$ cat config.mk
export PLATFORM = sky130hd
export DESIGN_NAME = bringup_seq
export DESIGN_NICKNAME = d
export VERILOG_FILES = /design/src/rtl/bringup_pkg.sv /design/src/rtl/lane_rst_ctrl.sv /design/src/rtl/bringup_seq.sv
export SDC_FILE = /design/constraint.sdc
export NUM_CORES = 1
export LEC_CHECK = 0
export CAP_MARGIN = 25
export CORE_MARGIN = 5
export CORE_UTILIZATION = 55
export DETAILED_ROUTE_END_ITERATION = 12
export PLACE_DENSITY = 0.8
export RECOVER_POWER = 25
export SETUP_SLACK_MARGIN = 0.1
export SLEW_MARGIN = 20
export SYNTH_ARGS = -nofsm -noshare
export SYNTH_HDL_FRONTEND = slang
export SYNTH_SLANG_ARGS = --single-unit
$ cat constraint.sdc
create_clock -name clk -period 2.13 [get_ports clk]
set_input_delay 0.426 -clock clk [delete_from_list [all_inputs] [get_ports clk]]
set_output_delay 0.426 -clock clk [all_outputs]
set_load 0.03 [all_outputs]
$ cat src/rtl/bringup_pkg.sv
// Shared definitions for the board bring-up sequencer: FSM state codes and
// the widths of the state and retry-count outputs.
package bringup_pkg;

  localparam int unsigned STATE_W = 3;
  localparam int unsigned RETRY_W = 2;

  typedef enum logic [STATE_W-1:0] {
    StWaitPll = 3'd0,
    StHold    = 3'd1,
    StWaitDdr = 3'd2,
    StRun     = 3'd3,
    StFault   = 3'd4
  } state_e;

endpackage

$ cat src/rtl/lane_rst_ctrl.sv
// Per-lane reset controller: follows lane_enable while released, and in RUN
// re-holds the lane reset for RST_HOLD cycles on link loss or new enable.
module lane_rst_ctrl #(
  parameter int unsigned RST_HOLD = 16
) (
  input  logic clk,
  input  logic rst_n,
  input  logic run,
  input  logic do_release,
  input  logic enable,
  input  logic up,
  output logic lane_rst_n
);

  localparam int unsigned CntW = $clog2(RST_HOLD + 1);
  localparam logic [CntW-1:0] HoldLast = CntW'(RST_HOLD - 1);
  localparam logic [CntW-1:0] HoldMax  = CntW'(RST_HOLD);

  logic            rst_n_q, rst_n_d;
  logic            up_q, en_q;
  logic [CntW-1:0] cnt_q, cnt_d;

  always_comb begin
    rst_n_d = rst_n_q;
    cnt_d   = '0;
    if (do_release) begin
      rst_n_d = enable;
    end else if (!run || !enable) begin
      rst_n_d = 1'b0;
    end else if (!en_q) begin
      rst_n_d = 1'b0;
    end else if (!rst_n_q) begin
      // Hold in progress: link events are ignored until it expires
      if (cnt_q >= HoldLast) begin
        rst_n_d = 1'b1;
      end else begin
        cnt_d = (cnt_q == HoldMax) ? cnt_q : cnt_q + 1'b1;
      end
    end else if (up_q && !up) begin
      rst_n_d = 1'b0;
    end
  end

  always_ff @(posedge clk) begin
    if (!rst_n) begin
      rst_n_q <= 1'b0;
      cnt_q   <= '0;
      up_q    <= 1'b0;
      en_q    <= 1'b0;
    end else begin
      rst_n_q <= rst_n_d;
      cnt_q   <= cnt_d;
      up_q    <= up;
      en_q    <= enable;
    end
  end

  assign lane_rst_n = rst_n_q;

endmodule

$ cat src/rtl/bringup_seq.sv
// Board bring-up sequencer: PLL lock filter, DDR reset/calibration wait and
// per-lane reset control. Define BRINGUP_RETRY_EN to retry DDR bring-up.
module bringup_seq
  import bringup_pkg::*;
#(
  parameter int unsigned NUM_LANES   = 4,
  parameter int unsigned NUM_DDR     = 2,
  parameter int unsigned LOCK_FILTER = 8,
  parameter int unsigned RST_HOLD    = 16,
  parameter int unsigned DDR_TIMEOUT = 1048576,
  parameter int unsigned MAX_RETRY   = 3
) (
  input  logic                 clk,
  input  logic                 rst_n,
  input  logic                 pll_locked,
  input  logic [NUM_DDR-1:0]   ddr_cal_success,
  input  logic [NUM_DDR-1:0]   ddr_cal_fail,
  input  logic [NUM_LANES-1:0] lane_enable,
  input  logic [NUM_LANES-1:0] lane_up,
  output logic [NUM_LANES-1:0] lane_rst_n,
  output logic                 ddr_rst_n,
  output logic                 ddr_ok,
  output logic                 ready,
  output logic                 fault,
  output logic [STATE_W-1:0]   state,
  output logic [RETRY_W-1:0]   retry_count
);

  localparam int unsigned LockW  = $clog2(LOCK_FILTER + 1);
  localparam int unsigned HoldW  = $clog2(RST_HOLD + 1);
  localparam int unsigned TimerW = $clog2(DDR_TIMEOUT + 1);

  localparam logic [LockW-1:0]  LockLast  = LockW'(LOCK_FILTER - 1);
  localparam logic [LockW-1:0]  LockMax   = LockW'(LOCK_FILTER);
  localparam logic [HoldW-1:0]  HoldLast  = HoldW'(RST_HOLD - 1);
  localparam logic [HoldW-1:0]  HoldMax   = HoldW'(RST_HOLD);
  localparam logic [TimerW-1:0] TimerLast = TimerW'(DDR_TIMEOUT - 1);
  localparam logic [TimerW-1:0] TimerMax  = TimerW'(DDR_TIMEOUT);

  logic               pll_meta_q, pll_sync_q, locked;
  state_e             state_q, state_d;
  logic [LockW-1:0]   lock_cnt_q, lock_cnt_d;
  logic [HoldW-1:0]   hold_cnt_q, hold_cnt_d;
  logic [TimerW-1:0]  timer_q, timer_d;
  logic [RETRY_W-1:0] retry_q, retry_d;
  logic               ddr_rst_n_q, ddr_rst_n_d;
  logic               ddr_ok_q, ddr_ok_d;
  logic               ready_q, ready_d;
  logic               fault_q, fault_d;
  logic               ddr_all_ok, ddr_give_up;

  assign locked      = pll_sync_q;
  assign ddr_all_ok  = &ddr_cal_success;
  // Fail beats success, success beats timeout
  assign ddr_give_up = (|ddr_cal_fail) || (!ddr_all_ok && timer_q >= TimerLast);

`ifdef BRINGUP_RETRY_EN
  localparam logic [RETRY_W-1:0] RetryMax = RETRY_W'(MAX_RETRY);
`else
  logic unused_max_retry;
  assign unused_max_retry = ^MAX_RETRY;
`endif

  always_ff @(posedge clk) begin
    if (!rst_n) begin
      pll_meta_q  <= 1'b0;
      pll_sync_q  <= 1'b0;
      state_q     <= StWaitPll;
      lock_cnt_q  <= '0;
      hold_cnt_q  <= '0;
      timer_q     <= '0;
      retry_q     <= '0;
      ddr_rst_n_q <= 1'b0;
      ddr_ok_q    <= 1'b0;
      ready_q     <= 1'b0;
      fault_q     <= 1'b0;
    end else begin
      pll_meta_q  <= pll_locked;
      pll_sync_q  <= pll_meta_q;
      state_q     <= state_d;
      lock_cnt_q  <= lock_cnt_d;
      hold_cnt_q  <= hold_cnt_d;
      timer_q     <= timer_d;
      retry_q     <= retry_d;
      ddr_rst_n_q <= ddr_rst_n_d;
      ddr_ok_q    <= ddr_ok_d;
      ready_q     <= ready_d;
      fault_q     <= fault_d;
    end
  end

  always_comb begin
    state_d = state_q;
    retry_d = retry_q;
    case (state_q)
      StWaitPll: if (locked && lock_cnt_q >= LockLast) state_d = StHold;
      StHold: begin
        if (!locked)                      state_d = StWaitPll;
        else if (hold_cnt_q >= HoldLast)  state_d = StWaitDdr;
      end
      StWaitDdr: begin
        if (!locked) begin
          state_d = StWaitPll;
        end else if (ddr_give_up) begin
`ifdef BRINGUP_RETRY_EN
          if (retry_q < RetryMax) begin
            state_d = StHold;
            retry_d = retry_q + 1'b1;
          end else begin
            state_d = StFault;
          end
`else
          state_d = StFault;
`endif
        end else if (ddr_all_ok) begin
          state_d = StRun;
        end
      end
      StRun: begin
        if (!locked)          state_d = StWaitPll;
        else if (!ddr_all_ok) state_d = StFault;
      end
      StFault: state_d = StFault;
      default: state_d = StWaitPll;
    endcase

    lock_cnt_d = '0;
    if (state_q == StWaitPll && locked) begin
      lock_cnt_d = (lock_cnt_q == LockMax) ? lock_cnt_q : lock_cnt_q + 1'b1;
    end
    hold_cnt_d = '0;
    if (state_q == StHold && state_d == StHold) begin
      hold_cnt_d = (hold_cnt_q == HoldMax) ? hold_cnt_q : hold_cnt_q + 1'b1;
    end
    timer_d = '0;
    if (state_q == StWaitDdr && state_d == StWaitDdr) begin
      timer_d = (timer_q == TimerMax) ? timer_q : timer_q + 1'b1;
    end
  end

  // Outputs are decoded from the next state so they register alongside it
  always_comb begin
    ddr_rst_n_d = ddr_rst_n_q;
    case (state_d)
      StWaitPll, StHold: ddr_rst_n_d = 1'b0;
      StWaitDdr, StRun:  ddr_rst_n_d = 1'b1;
      default:           ddr_rst_n_d = ddr_rst_n_q;
    endcase
    ddr_ok_d = (state_d == StRun);
    ready_d  = (state_d == StRun);
    fault_d  = (state_d == StFault);
  end

  for (genvar i = 0; i < NUM_LANES; i++) begin : g_lane
    lane_rst_ctrl #(
      .RST_HOLD(RST_HOLD)
    ) u_lane (
      .clk       (clk),
      .rst_n     (rst_n),
      .run       (state_d == StRun),
      .do_release(state_d == StWaitDdr),
      .enable    (lane_enable[i]),
      .up        (lane_up[i]),
      .lane_rst_n(lane_rst_n[i])
    );
  end

  assign ddr_rst_n   = ddr_rst_n_q;
  assign ddr_ok      = ddr_ok_q;
  assign ready       = ready_q;
  assign fault       = fault_q;
  assign state       = state_q;
  assign retry_count = retry_q;

endmodule

==> out/metrics.json, run 1 <==
{
  "run_status": {
    "outcome": "complete, no violations"
  },
  "yosys": {
    "yosys-top-cells-count": "70 x dfxtp_1, 36 x nor2_1, 28 x inv_1",
    "post_synth_inst_count": 369,
    "ys_async_sr_fraction_pct": 0,
    "synth.top_cells.by_area": "dfxtp_1 42%, ha_1 7.2%, xnor2_1 4.7%",
    "synth.avg_cell_area_um2": 9.00,
    "most_common_flop_cell_mapped_by_yosys": "dfxtp_1",
    "mappedNetlistArea_um2": 3320,
    "most_common_cell_in_the_synthesized_netlist": "dfxtp_1",
    "netlist.top_cell.by_area": "dfxtp_1",
    "synth-edff-count": 0,
    "synth_seq_cells": 70,
    "ys_warn_count": 0,
    "synthDistinctLibCells": 44,
    "seq_total_area_yosys_pct": 42.2,
    "synth_top_area_share_pct": 42.2
  },
  "pwr": {
    "switching_power_uw": 563,
    "max_vdd_drop_uv": 368,
    "power_density_nw_per_um2": 575,
    "clock_power_share_pct": 45.6,
    "sequentialPowerShare_pct": 51.4,
    "power.combinational.fraction_pct": 3.0,
    "total_leakage_power_uw": 0.00163,
    "power.switching_fraction_pct": 21.8,
    "totalPowerFinal_uw": 2580,
    "power.internal_uw": 2020
  },
  "clock_network": {
    "cts.sink_count": 70,
    "cts_buffers": 9,
    "cts_max_level": 3,
    "cts.path.max_buffers": 2,
    "clock_insertion_delay_worst_skew_ns": 0.35,
    "cts_root_buf": "clkbuf_8",
    "clock_tree_from_tritoncts": "yes",
    "path_clk_slew_ns": 0.08
  },
  "global_route": {
    "track_usage_pct": 19.2,
    "first_global_vias": 2564,
    "grt_first_pass_wirelength_um": 11600,
    "overflow": 0,
    "antenna_violations_before_repair": 0,
    "grt_max_degree": 22
  },
  "route": {
    "detailedRoute.firstPassIterationCount": 4,
    "dr.first_iter.drc_count": 160,
    "drt.antenna.violating_nets": 0,
    "wire_per_inst_um": 16.7,
    "drt_wl_total_um": 8440,
    "avgViaCountPerCell": 5.61,
    "routed-via-count": 2833,
    "drc_errors_left": 0
  },
  "die": {
    "floorplan.core_area_um2": 5890,
    "design.portCount": 28,
    "floorplan.die.height_um": 87.7,
    "initial_core_util_pct": 56.4,
    "floorplan.die.width_um": 87.7,
    "placement_rows": 28,
    "die_area_um2": 7690
  },
  "setup_path": {
    "setup.worst_path.start_class": "register",
    "critical_path.endpoint_type": "register",
    "critical_path.slowest_cell": "dfxtp_2",
    "timing.critical_path.required_ns": 2.37,
    "critPathMaxFanout": 5,
    "worst-endpoint-arrival_ns": 2.36,
    "crit_path_cell_trace": "ha_4 > and3_4 > ha_4 > nor3_4 > nand2_1 > and3_4 > buf_6 > o31ai_4 > buf_6 > clkbuf_16 > nor2_4",
    "crit_type": "register to register",
    "critical-path-max-stage-delay_ns": 0.34
  },
  "sta": {
    "timing_worst_slew_pin_value_ns": 0.932,
    "grt_setup_unrepaired": "true",
    "final-hold-violation-count": 0,
    "report.final.setup_viol": 0,
    "clock_skew_ns": 0.00620,
    "setup_tns_ns": 0,
    "finalWorstPathRequiredPeriod_ns": 2.13,
    "fin_hold_ws_ns": 0.462,
    "timing.final.ws_setup_ns": 0.00294,
    "fmax_ghz": 0.470,
    "post-route-period-util_pct": 99.9,
    "report.final.slew_viol_count": 0,
    "slew-limit-headroom_pct": 37.0
  },
  "finish": {
    "ff_latch_area_um2": 1400,
    "stdcell_area_um2": 4480,
    "multi_input_comb_area_um2": 2050,
    "fillCellCount": 348,
    "antennaDiodeCount": 0,
    "nets": 459,
    "synth_to_layout_area_growth_pct": 35.1,
    "drive_above_1_share_pct": 23.5
  },
  "placed_design": {
    "gp_congestion": 0.816,
    "placedInstanceArea_um2": 3750,
    "dp.final_hpwl_um": 4950,
    "dp_worst_setup_slack_ns": -0.115,
    "numPortBuffers": 25
  },
  "run": {
    "cap_violations": 0
  },
  "hold_path": {
    "hold_path_class": "register to register"
  }
}
==> power by group through the flow <==
stage               Clock [uW]  Sequential (uW)  Combinational, uW
global placement             0             1350               68.7
detailed placement           0             1360               70.3
floorplan                    0             1350               32.2
CTS                       1190             1320               70.7
finish                    1180             1320               76.7
global route              1260             1330               83.1
==> layout make-up <==
| class | instances | share of cell area (%) |
|---|---|---|
| sequential | 70 | 31.3 |
| timing repair buffer | 58 | 13.7 |
| clock inverter | 6 | 1.93 |
| inverter | 29 | 2.43 |
| tap | 75 | 2.09 |
| multi-input combinational | 257 | 45.7 |
| clock buffer | 10 | 2.85 |
==> final timing paths <==
path,start,to,cells after the start,slack [ns]
worst max-delay path,hold_cnt_q[1],timer_q[18],11,0.003
worst min-delay path,pll_meta_q,locked,1,0.46
worst max register to register,hold_cnt_q[1],timer_q[18],11,0.003
worst min register to register,pll_meta_q,locked,1,0.46
==> worst max-delay path, delay by kind of cell, from the launching register on <==
family	cells	cell delay (ns)
and+or+nand+nor	5	0.73
AOI/OAI and AO/OA	1	0.17
adders and majority gates	2	0.31
buffers and inverters	3	0.46
DFF	1	0.34
==> flip-flops by register name, summed over array words and instances, names as in the netlist, 3 cells and up <==
name	count
g_lane.u_lane.up_q	4
timer_q	21
state	3
g_lane.u_lane.lane_rst_n	4
g_lane.u_lane.en_q	4
lock_cnt_q	4
g_lane.u_lane.cnt_q	20
hold_cnt_q	5
==> placed cells by master, fill, tap and decap left out, types with 3 or more instances in the layout <==
cell	netlist	final
nor2b_1	4	4
conb_1	1	3
nor4_4	0	4
clkdlybuf4s50_1	0	22
xnor2_1	18	18
buf_4	8	20
a21oi_1	5	4
nor3_4	0	6
nand3_1	20	19
nor3_1	25	15
clkbuf_16	0	4
nor4b_1	7	7
nor3_2	0	4
o21ai_0	9	9
and2_1	11	9
nor2_1	36	19
nor4_1	11	7
and3_1	10	6
nand4_1	8	8
nor2_4	0	9
clkbuf_8	0	9
buf_6	1	6
nand2_1	21	21
inv_1	28	27
nor2_2	0	8
and3_4	0	4
ha_1	19	17
mux2i_1	7	7
dfxtp_1	70	68
xor2_1	17	17
==> timing repair <==
| action | CTS | global route |
|---|---|---|
| gates cloned | 0 | 6 |
| hold buffers | 0 | 0 |
| endpoints found under the setup margin | 53 | 51 |
| gates resized for setup | 3 | 75 |
| setup buffers | 0 | 7 |
| pin swaps | 1 | 34 |
==> stage by stage <==
stage	util, %	instances
after floorplan	-	371
after detailed placement	63.8	476
after global placement	63.8	476
after global routing	76.2	505
after CTS	67.5	492
final	76.2	505
==> layer usage <==
metal	global-route usage [%]	up-vias	routed length, um
met3	4.61	25	404
met2	32.0	72	4330
met5	0	-	0
li1	-	1380	-
met1	24.0	1356	3460
met4	7.53	0	238
==> cells by family (layout without fill, tap and decap cells) <==
kind of cell    after synthesis  in the layout  synth area share, %
xor+xnor                     35             35                 9.23
mux                           7              7                 2.11
compound gates               28             28                 6.11
other cells                   1              3                0.113
flops                        70             70                 42.2
buf+inv                      44            103                 6.26
simple gates                165            165                 26.8
fa+ha+maj                    19             19                 7.16
Note: power is estimated with default switching activity, not from simulation.
==> run 2, diff against run 1 <==
--- a/config.mk
+++ b/config.mk
@@ -9,7 +9,7 @@
 export CORE_MARGIN = 5
 export CORE_UTILIZATION = 55
 export DETAILED_ROUTE_END_ITERATION = 12
-export PLACE_DENSITY = 0.8
+export PLACE_DENSITY = 0.76
 export RECOVER_POWER = 25
 export SETUP_SLACK_MARGIN = 0.1
 export SLEW_MARGIN = 20
==> run 2 against run 1 <==
  * Register-to-register slack improved by 0.04 ns
  * Clock power decreased by 13%
  * Clock-buffer cell count increased by 1
  * Largest cell class unchanged
  * Highest routed layer unchanged
==> out/metrics.json, run 2 (same netlist as run 1, synthesis figures left out) <==
{
  "setup_path": {
    "critPathMaxFanout": 21,
    "critical_path.slowest_cell": "clkbuf_1",
    "rr_startpoint": "hold_cnt_q[1]",
    "r2r_cells": 10,
    "critical_path.endpoint_type": "register",
    "worst_setup_path_endpoint": "g_lane[0].u_lane.cnt_q[3]",
    "setup.worst_path.start": "rst_n",
    "crit_type": "input pin to register",
    "worst-endpoint-arrival_ns": 2.34,
    "timing.critical_path.buf_inv": 3,
    "r2r_slack_ns": 0.04,
    "crit_path_cell_trace": "clkdlybuf4s50_1 > clkbuf_1 > and3_2 > o31ai_4 > buf_12 > nor4_2",
    "crit_cells": 6,
    "timing.critical_path.required_ns": 2.37,
    "r2r_end": "g_lane[0].u_lane.cnt_q[3]",
    "setup.worst_path.start_class": "input pin",
    "critical-path-max-stage-delay_ns": 0.49,
    "path_delay_family": "buffers and inverters"
  },
  "pwr": {
    "max_vdd_drop_uv": 486,
    "total_leakage_power_uw": 0.00147,
    "totalPowerFinal_uw": 2430,
    "power_density_nw_per_um2": 584
  },
  "finish": {
    "biggestRegsByFlops": "timer_q: 21 flops, g_lane.u_lane.cnt_q: 20 flops, hold_cnt_q: 5 flops",
    "final_core_util_pct": 70.6,
    "number_of_flip_flops_under_the_largest_register_name": 21,
    "synth_to_layout_area_growth_pct": 25.1,
    "final_cell_mix": "68 x dfxtp_1, 36 x nor2_1, 27 x inv_1",
    "drive_above_1_share_pct": 17.3,
    "nets": 453,
    "antennaDiodeCount": 0,
    "final_common_cell": "dfxtp_1",
    "regMostFlops": "timer_q",
    "post_layout_nonfiller_instances": 498
  },
  "clock_network": {
    "cts.path.max_buffers": 2,
    "cts_max_level": 3,
    "clock_tree_from_tritoncts": "yes",
    "clock_insertion_delay_worst_skew_ns": 0.34,
    "path_clk_slew_ns": 0.07,
    "cts.sink_count": 70,
    "post-cts-setup-buffers": 0,
    "cts_root_buf": "clkbuf_8",
    "cts_buffers": 9,
    "hold_buffers": 0
  },
  "sta": {
    "fin_hold_ws_ns": 0.482,
    "clock_skew_ns": 0.00968,
    "grt_setup_unrepaired": "true",
    "final-hold-violation-count": 0,
    "timing_worst_slew_pin_value_ns": 0.799,
    "slew-limit-headroom_pct": 46.4,
    "finalWorstPathRequiredPeriod_ns": 2.10,
    "fmax_ghz": 0.477,
    "report.final.setup_viol": 0,
    "post-route-period-util_pct": 98.5,
    "report.final.slew_viol_count": 0
  },
  "die": {
    "design.portCount": 28,
    "die_area_um2": 7690,
    "floorplan.die.height_um": 87.7,
    "floorplan.die.width_um": 87.7,
    "placement_rows": 28,
    "floorplan.core_area_um2": 5890,
    "initial_core_util_pct": 56.4
  },
  "placed_design": {
    "gp_congestion": 0.844,
    "dp.final_hpwl_um": 4820,
    "numPortBuffers": 25,
    "placed_cells": 483
  },
  "hold_path": {
    "hold_path_class": "register to register",
    "min_delay_path_depth": 1
  },
  "route": {
    "routed-via-count": 2673,
    "drc_errors_left": 0,
    "avgViaCountPerCell": 5.37,
    "drt.antenna.violating_nets": 0,
    "detailedRoute.firstPassIterationCount": 4,
    "dr.first_iter.drc_count": 141,
    "drt_wl_total_um": 6670,
    "wire_per_inst_um": 13.4
  },
  "global_route": {
    "grt_max_degree": 22,
    "grt_first_pass_wirelength_um": 11200,
    "antenna_violations_before_repair": 0,
    "first_global_vias": 2569,
    "track_usage_pct": 18.4,
    "overflow": 0
  },
  "run_status": {
    "outcome": "complete, no violations"
  },
  "run": {
    "cap_violations": 0
  }
}
## run 2: cell types whose count changed in the layout (fill, tap and decap cells not counted), sizes merged
cell           change
buf                -3
clkbuf             -3
clkdlybuf4s50      +2
bufinv             -1
clkinv             -1
dlygate4sd2        -1
dlygate4sd3        -1
dlymetal6s2s       +1
## run 2: power by group
part           switching, uW  internal [uW]
Sequential              5.31           1320
Clock                    467            563
Combinational           34.7           37.6
## run 2: worst min path at each step
stage,from,endpoint,slack (ns)
2_1_floorplan,pll_meta_q,locked,0.41
3_3_place_gp,pll_meta_q,locked,0.44
3_5_place_dp,pll_meta_q,locked,0.46
4_1_cts,pll_meta_q,locked,0.48
5_1_grt,pll_meta_q,locked,0.51
6_report,pll_meta_q,locked,0.48
## run 2: worst register-to-register path, cell delays in order, from the launching register on
cell and delay, ns:
dfxtp_2 0.34, ha_4 0.16, and3_4 0.18, ha_4 0.16, nor3_4 0.19, buf_4 0.14
a2bb2oi_2 0.05, o32ai_4 0.18, o31ai_4 0.14, buf_12 0.19, nor4_2 0.29
## run 2: area by class of cell
type                       count  area, um^2
clock buffer                  11         141
clock inverter                 4        47.5
fill                         436        1730
inverter                      29         109
multi-input combinational    257        1880
sequential                    70        1400
tap                           75        93.8
timing repair buffer          52         480
## run 2: metrics by stage
step                setup slack [ns]  instance area, um^2  TNS (ns)
finish                        0.0325                 4150         0
global route                 -0.0527                 4150    -0.133
CTS                           0.0586                 4020         0
detailed placement            -0.127                 3800     -1.91
global placement             -0.0605                 3800     -1.36
floorplan                      0.174                 3330         0
## run 2: routing by layer
layer	part of all wire, %	vias up	wire length [um]	GRT usage (%)
met1	45	1245	3010	22.4
met3	4.5	11	297	4.61
li1	-	1362	-	-
met5	0	-	0	0
met4	1.1	0	72	6.42
met2	49	55	3300	31.6
## run 2: repair_timing
item / CTS / global route
setup endpoints to repair: 30 / 51
pin swaps: 3 / 10
endpoints found under the hold margin: 0 / 0
gates cloned: 0 / 0
resized for setup: 5 / 29
